`src/rtl/regfile_stream_master.sv`:
```
// regfile_stream_master
// Debug-path initiator for the 32x32 RV32 register file. DUMP commands read a
// contiguous (mod-32) register range and stream it out; LOAD commands take a
// stream of words and write them into a contiguous register range.
module regfile_stream_master #(
    parameter int N = 32,
    parameter int A = 5
) (
    input  logic         clk,
    input  logic         rst,
    // command channel
    input  logic         cmd_valid,
    output logic         cmd_ready,
    input  logic         cmd_op,
    input  logic [A-1:0] cmd_first,
    input  logic [5:0]   cmd_count,
    // dump output stream
    output logic         out_valid,
    input  logic         out_ready,
    output logic [N-1:0] out_data,
    output logic [A-1:0] out_addr,
    // load input stream
    input  logic         in_valid,
    output logic         in_ready,
    input  logic [N-1:0] in_data,
    // register file read port
    output logic [A-1:0] rd_addr,
    input  logic [N-1:0] rd_data,
    // register file write port
    output logic         wr_ena,
    output logic [A-1:0] wr_addr,
    output logic [N-1:0] wr_data,
    // status
    output logic         busy,
    output logic         done
);

    typedef enum logic [2:0] {
        ST_IDLE  = 3'd0,
        ST_DUMP  = 3'd1,
        ST_LOAD  = 3'd2,
        ST_DRAIN = 3'd3,
        ST_FIN   = 3'd4
    } state_t;

    state_t       state_q, state_d;
    logic [A-1:0] addr_q, addr_d;
    logic [5:0]   rem_q, rem_d;
    logic         wr_ena_q, wr_ena_d;
    logic [A-1:0] wr_addr_q, wr_addr_d;
    logic [N-1:0] wr_data_q, wr_data_d;

    logic cmd_fire;
    logic out_fire;
    logic in_fire;
    logic last_word;

    // Handshake qualifiers, decoded from the current state only so that no
    // valid output depends combinationally on its own ready input.
    always_comb begin
        cmd_fire  = cmd_valid && (state_q == ST_IDLE);
        out_fire  = out_ready && (state_q == ST_DUMP);
        in_fire   = in_valid  && (state_q == ST_LOAD);
        last_word = (rem_q == 6'd1);
    end

    // State register and datapath flops; reset abandons any command in flight.
    always_ff @(posedge clk) begin
        if (!rst) begin
            state_q   <= ST_IDLE;
            addr_q    <= '0;
            rem_q     <= '0;
            wr_ena_q  <= 1'b0;
            wr_addr_q <= '0;
            wr_data_q <= '0;
        end else begin
            state_q   <= state_d;
            addr_q    <= addr_d;
            rem_q     <= rem_d;
            wr_ena_q  <= wr_ena_d;
            wr_addr_q <= wr_addr_d;
            wr_data_q <= wr_data_d;
        end
    end

    // Next-state logic: a zero-length command goes straight to FIN so it still
    // produces its done pulse.
    always_comb begin
        state_d = state_q;
        unique case (state_q)
            ST_IDLE: begin
                if (cmd_fire) begin
                    if (cmd_count == 6'd0) begin
                        state_d = ST_FIN;
                    end else if (cmd_op) begin
                        state_d = ST_LOAD;
                    end else begin
                        state_d = ST_DUMP;
                    end
                end
            end
            ST_DUMP: begin
                if (out_fire && last_word) begin
                    state_d = ST_FIN;
                end
            end
            ST_LOAD: begin
                if (in_fire && last_word) begin
                    state_d = ST_DRAIN;
                end
            end
            ST_DRAIN: state_d = ST_FIN;
            ST_FIN:   state_d = ST_IDLE;
            default:  state_d = ST_IDLE;
        endcase
    end

    // Address/count tracking and the registered write port. Address wraps
    // modulo 32 naturally through the A-bit adder.
    always_comb begin
        addr_d    = addr_q;
        rem_d     = rem_q;
        wr_ena_d  = 1'b0;
        wr_addr_d = wr_addr_q;
        wr_data_d = wr_data_q;
        unique case (state_q)
            ST_IDLE: begin
                if (cmd_fire && (cmd_count != 6'd0)) begin
                    addr_d = cmd_first;
                    rem_d  = cmd_count;
                end
            end
            ST_DUMP: begin
                if (out_fire) begin
                    addr_d = addr_q + A'(1);
                    rem_d  = rem_q - 6'd1;
                end
            end
            ST_LOAD: begin
                if (in_fire) begin
                    wr_ena_d  = 1'b1;
                    wr_addr_d = addr_q;
                    wr_data_d = in_data;
                    addr_d    = addr_q + A'(1);
                    rem_d     = rem_q - 6'd1;
                end
            end
            default: begin
            end
        endcase
    end

    // Moore outputs decoded from the state; dump data is the register file
    // read data passed straight through, so it is stable while addr is held.
    always_comb begin
        cmd_ready = (state_q == ST_IDLE);
        busy      = (state_q != ST_IDLE);
        done      = (state_q == ST_FIN);
        out_valid = (state_q == ST_DUMP);
        in_ready  = (state_q == ST_LOAD);
        out_data  = (state_q == ST_DUMP) ? rd_data : '0;
        out_addr  = addr_q;
        rd_addr   = addr_q;
        wr_ena    = wr_ena_q;
        wr_addr   = wr_addr_q;
        wr_data   = wr_data_q;
    end

endmodule

```
`config.mk`:
```
export PLATFORM = sky130hd
export DESIGN_NAME = regfile_stream_master
export DESIGN_NICKNAME = d
export VERILOG_FILES = /design/src/rtl/regfile_stream_master.sv
export SDC_FILE = /design/constraint.sdc
export NUM_CORES = 1
export LEC_CHECK = 0
export ABC_AREA = 1
export CAP_MARGIN = 20
export CORE_AREA = 3 3 86 88
export CTS_CLUSTER_DIAMETER = 120
export CTS_CLUSTER_SIZE = 20
export DETAILED_ROUTE_END_ITERATION = 16
export DIE_AREA = 0 0 89 91
export GPL_TIMING_DRIVEN = 0
export PLACE_DENSITY_LB_ADDON = 0.05
export SYNTH_ARGS = -nofsm -noshare
export SYNTH_HDL_FRONTEND = slang
export SYNTH_SLANG_ARGS = --single-unit
```
`constraint.sdc`:
```
create_clock -name clk -period 2.6 [get_ports clk]
set_input_delay 0.39 -clock clk [delete_from_list [all_inputs] [get_ports clk]]
set_output_delay 0.39 -clock clk [all_outputs]
set_load 0.005 [all_outputs]
```
==> results of run 1 <==
metrics by stage:
stage                       util  total power, µW
after detailed placement  0.6447             3141
final                     0.6620             3679
after global placement    0.6447             3100
after CTS                 0.6613             3700
after global routing      0.6620             3974
after floorplan                -             2191
worst min-delay path: stages, from the launching register on:
cell and delay [ps]:
dfxtp_1 330, nor2_1 50, nor2_1 80
sequential cells by signal, summed over array words and instances (netlist names):
signal,flops
out_addr,5
rem_q,6
state_q,3
wr_addr,5
wr_data,32
wr_ena,1
power groups by stage:
stage               Combinational (µW)  Clock, µW  Sequential (µW)
floorplan                         1030          0             1160
global placement                  1930          0             1170
detailed placement                1970          0             1170
CTS                               1980        564             1160
global route                      2200        593             1180
finish                            1970        551             1160
area by class of cell:
cell class,count,share of cell area
sequential,52,0.2343
inverter,54,0.04641
clock buffer,5,0.01547
multi-input combinational,270,0.2678
tap,80,0.02250
buffer,24,0.03263
timing repair buffer,165,0.3713
clock inverter,3,0.009564
routing by layer:
metal | track usage | part of all wire | vias up
met4 | 0.04963 | 0.015 | 0
met2 | 0.3323 | 0.47 | 102
met3 | 0.03267 | 0.061 | 11
met5 | 0 | 0 | -
met1 | 0.2611 | 0.45 | 1277
li1 | - | - | 1562
logic make-up (layout without fill, tap and decap cells):
group / count (synthesis) / after routing
simple gates: 208 / 208
buf+inv: 78 / 251
compound gates: 57 / 57
flops: 52 / 52
fa+ha+maj: 3 / 3
xor+xnor: 2 / 2
cell usage in the layout (no fill, tap or decap), types with 2 or more instances in the layout:
master           synthesis  final
clkdlybuf4s50_1          0    165
nor2_1                 124    124
nand2_1                 52     52
inv_1                   51     51
dfxtp_1                 52     51
o21ai_0                 46     46
nand3_1                 19     19
buf_4                    9      9
a21oi_1                  9      9
clkbuf_1                 8      8
clkbuf_8                 0      5
clkbuf_2                 0      3
nand4_1                  3      3
ha_1                     3      3
nand2_2                  2      2
nor2_2                   2      2
nand2_4                  2      2
buf_2                    2      2
nor3_1                   2      2
buf_6                    2      2
clkinv_2                 1      2
repair_timing:
| item | in CTS | in global routing |
|---|---|---|
| endpoints found under the setup margin | 0 | 30 |
| buffers inserted | 0 | 0 |
| hold buffers | 0 | 0 |
| gates resized for setup | 0 | 4 |
path summary, 6_finish.rpt:
check / from / endpoint / cells after the start
worst max register to register: state_q[1]$_SDFFE_PN0P_ / wr_data[28]$_SDFFE_PN0P_ / 8
worst min register to register: wr_addr[1]$_SDFFE_PN0P_ / wr_addr[1]$_SDFFE_PN0P_ / 2
worst min-delay path: wr_addr[1]$_SDFFE_PN0P_ / wr_addr[1]$_SDFFE_PN0P_ / 2
worst max-delay path: state_q[0]$_SDFFE_PN0P_ / out_data[7] / 7
==> flow_metrics.tcl, run 1 <==
set metrics [dict create \
    die-area_um2 8099 \
    vias 2952 \
    grt_max_degree 17 \
    synthCells 400 \
    internal_power_uw 2314 \
    synthMostInstantiatedCell "nor2_1" \
    critPathSlowestCell "clkdlybuf4s50_1" \
    post-route-min-period_ps 2439 \
    worstSetupPathType "reg2out" \
    finalInstanceArea_um2 4448 \
    ios 166 \
    drt-vias-per-instance 4.521 \
    clock-sinks 52 \
    ys_ff_latch 52 \
    hp-class "reg2reg" \
    synthXorXnorAreaFrac 0.006790 \
    cpPeakStageDelay_ps 530 \
    seq_area_um2 1042 \
    post_dp_cell_area_um2 4332 \
    worstPathCellList "inv_1 -> nor2_2 -> nand2_1 -> buf_2 -> clkbuf_2 -> nor2_1 -> clkdlybuf4s50_1" \
    end_kind "output port" \
    start_util 0.3840 \
    place_inst 645 \
    yosys.area_share.simple 0.3278 \
    clkPwrFrac 0.150 \
    swShare 0.3709 \
    switchingPower_uw 1364 \
    ctsLongestPathBuffers 2 \
    dpl.hpwl_mm 6.765 \
    p_per_area_nw_per_um2 827.0 \
    n_antenna_cell 0 \
    crit_required_ps 2210 \
    grt_pass1_wl_mm 12.81 \
    drtIter0Drc 120 \
    fillerInstances 619 \
    regToRegSetupSlack_ps 1110 \
    clk_pin_slew_ps 90 \
    synth.top_cell.area_share 0.4035 \
    layout.nets 656 \
    hold_viol 0 \
    num_rows 30 \
    synth_top_family_by_area "simple AND/OR/NAND/NOR gates" \
    skew_ps 4.658 \
    p_seq_frac 0.315 \
    synth_area_per_cell_um2 6.450 \
    cts_htree_levels 2 \
    layout.cells.non_filler 653 \
    io_buffers 165 \
    combPwrFrac 0.535 \
    die_h_um 91 \
    irDropWorstVdd_mv 0.4683 \
    track_usage 0.1978 \
    syn_to_final_growth_pct 72.41 \
    maxSlewHeadroom 0.6551 \
    antenna_found_initial 0 \
    synth_cell_type_count 27 \
    cts_root_buf "clkbuf_8" \
    synth_compound_area_frac 0.1125 \
    ant_nets 0 \
    grt_pass1_vias 2658 \
    synth-edff-count 0 \
    async_flop_share 0 \
    synth_common_cells "nor2_1 (124), dfxtp_1 (52), nand2_1 (52)" \
    setup.worst_path.start_class "flop" \
    critPathTopFamily "buffers and inverters" \
    routed_wl_mm 8.439 \
    max_slew.worst_pin.slew_ps 517.4 \
    synthAdderAreaFrac 0.01455 \
    outcome "finished clean" \
    netlist_area_um2 2580 \
    synth_nets 484 \
    ys_warn_count 0 \
    crit_buf_inv 4 \
    multiInputGateArea_um2 1191 \
    whs_ps 486.0 \
    path_max_fanout 10 \
    fin_ws_ps 161.1 \
    wl_per_cell_um 12.92 \
    synthMuxAreaShare 0 \
    leakagePower_uw 0.001959 \
    drcViolationCount 0 \
    clk_latency_ps 300 \
    cts_buffers 5 \
    max_freq_mhz 410.0 \
    cap_viol_max_count 0 \
    ys.flop_type "dfxtp_1" \
    synth_area_leaders "dfxtp_1 (40%), nor2_1 (18%), o21ai_0 (8.9%), nand2_1 (7.6%), inv_1 (7.4%)" \
    drive_gt1_frac 0.06108 \
    place_worst_setup_slack_ps 362.6 \
    die_width_um 89 \
    tritoncts "built" \
    synth_area_leader_cell "dfxtp_1" \
    setup_violations 0 \
    fin_setup_tns_ps 0 \
    yosysSeqAreaShare 0.4035 \
    maxSlewViolCount 0 \
    rsz0062_at_grt "no" \
    globalRouteOverflowTotal 0 \
    arrival_ps 2050 \
    gp_congestion 0.8292 \
    dr.pass1.iters 4 \
    coreArea_um2 6719 \
    finalCritPeriodShare 0.9380 \
]
No activity file was read; power rests on OpenSTA's default activity.
==> run 2: changes to the inputs <==
--- a/config.mk
+++ b/config.mk
@@ -6,12 +6,14 @@
 export NUM_CORES = 1
 export LEC_CHECK = 0
 export ABC_AREA = 1
+export ABC_CLOCK_PERIOD_IN_PS = 2600
 export CAP_MARGIN = 20
 export CORE_AREA = 3 3 86 88
 export CTS_CLUSTER_DIAMETER = 120
 export CTS_CLUSTER_SIZE = 20
 export DETAILED_ROUTE_END_ITERATION = 16
 export DIE_AREA = 0 0 89 91
+export GPL_ROUTABILITY_DRIVEN = 0
 export GPL_TIMING_DRIVEN = 0
 export PLACE_DENSITY_LB_ADDON = 0.05
 export SYNTH_ARGS = -nofsm -noshare
==> results of run 2 <==
The final DEF is identical to that of run 1; final timing and power are the same.
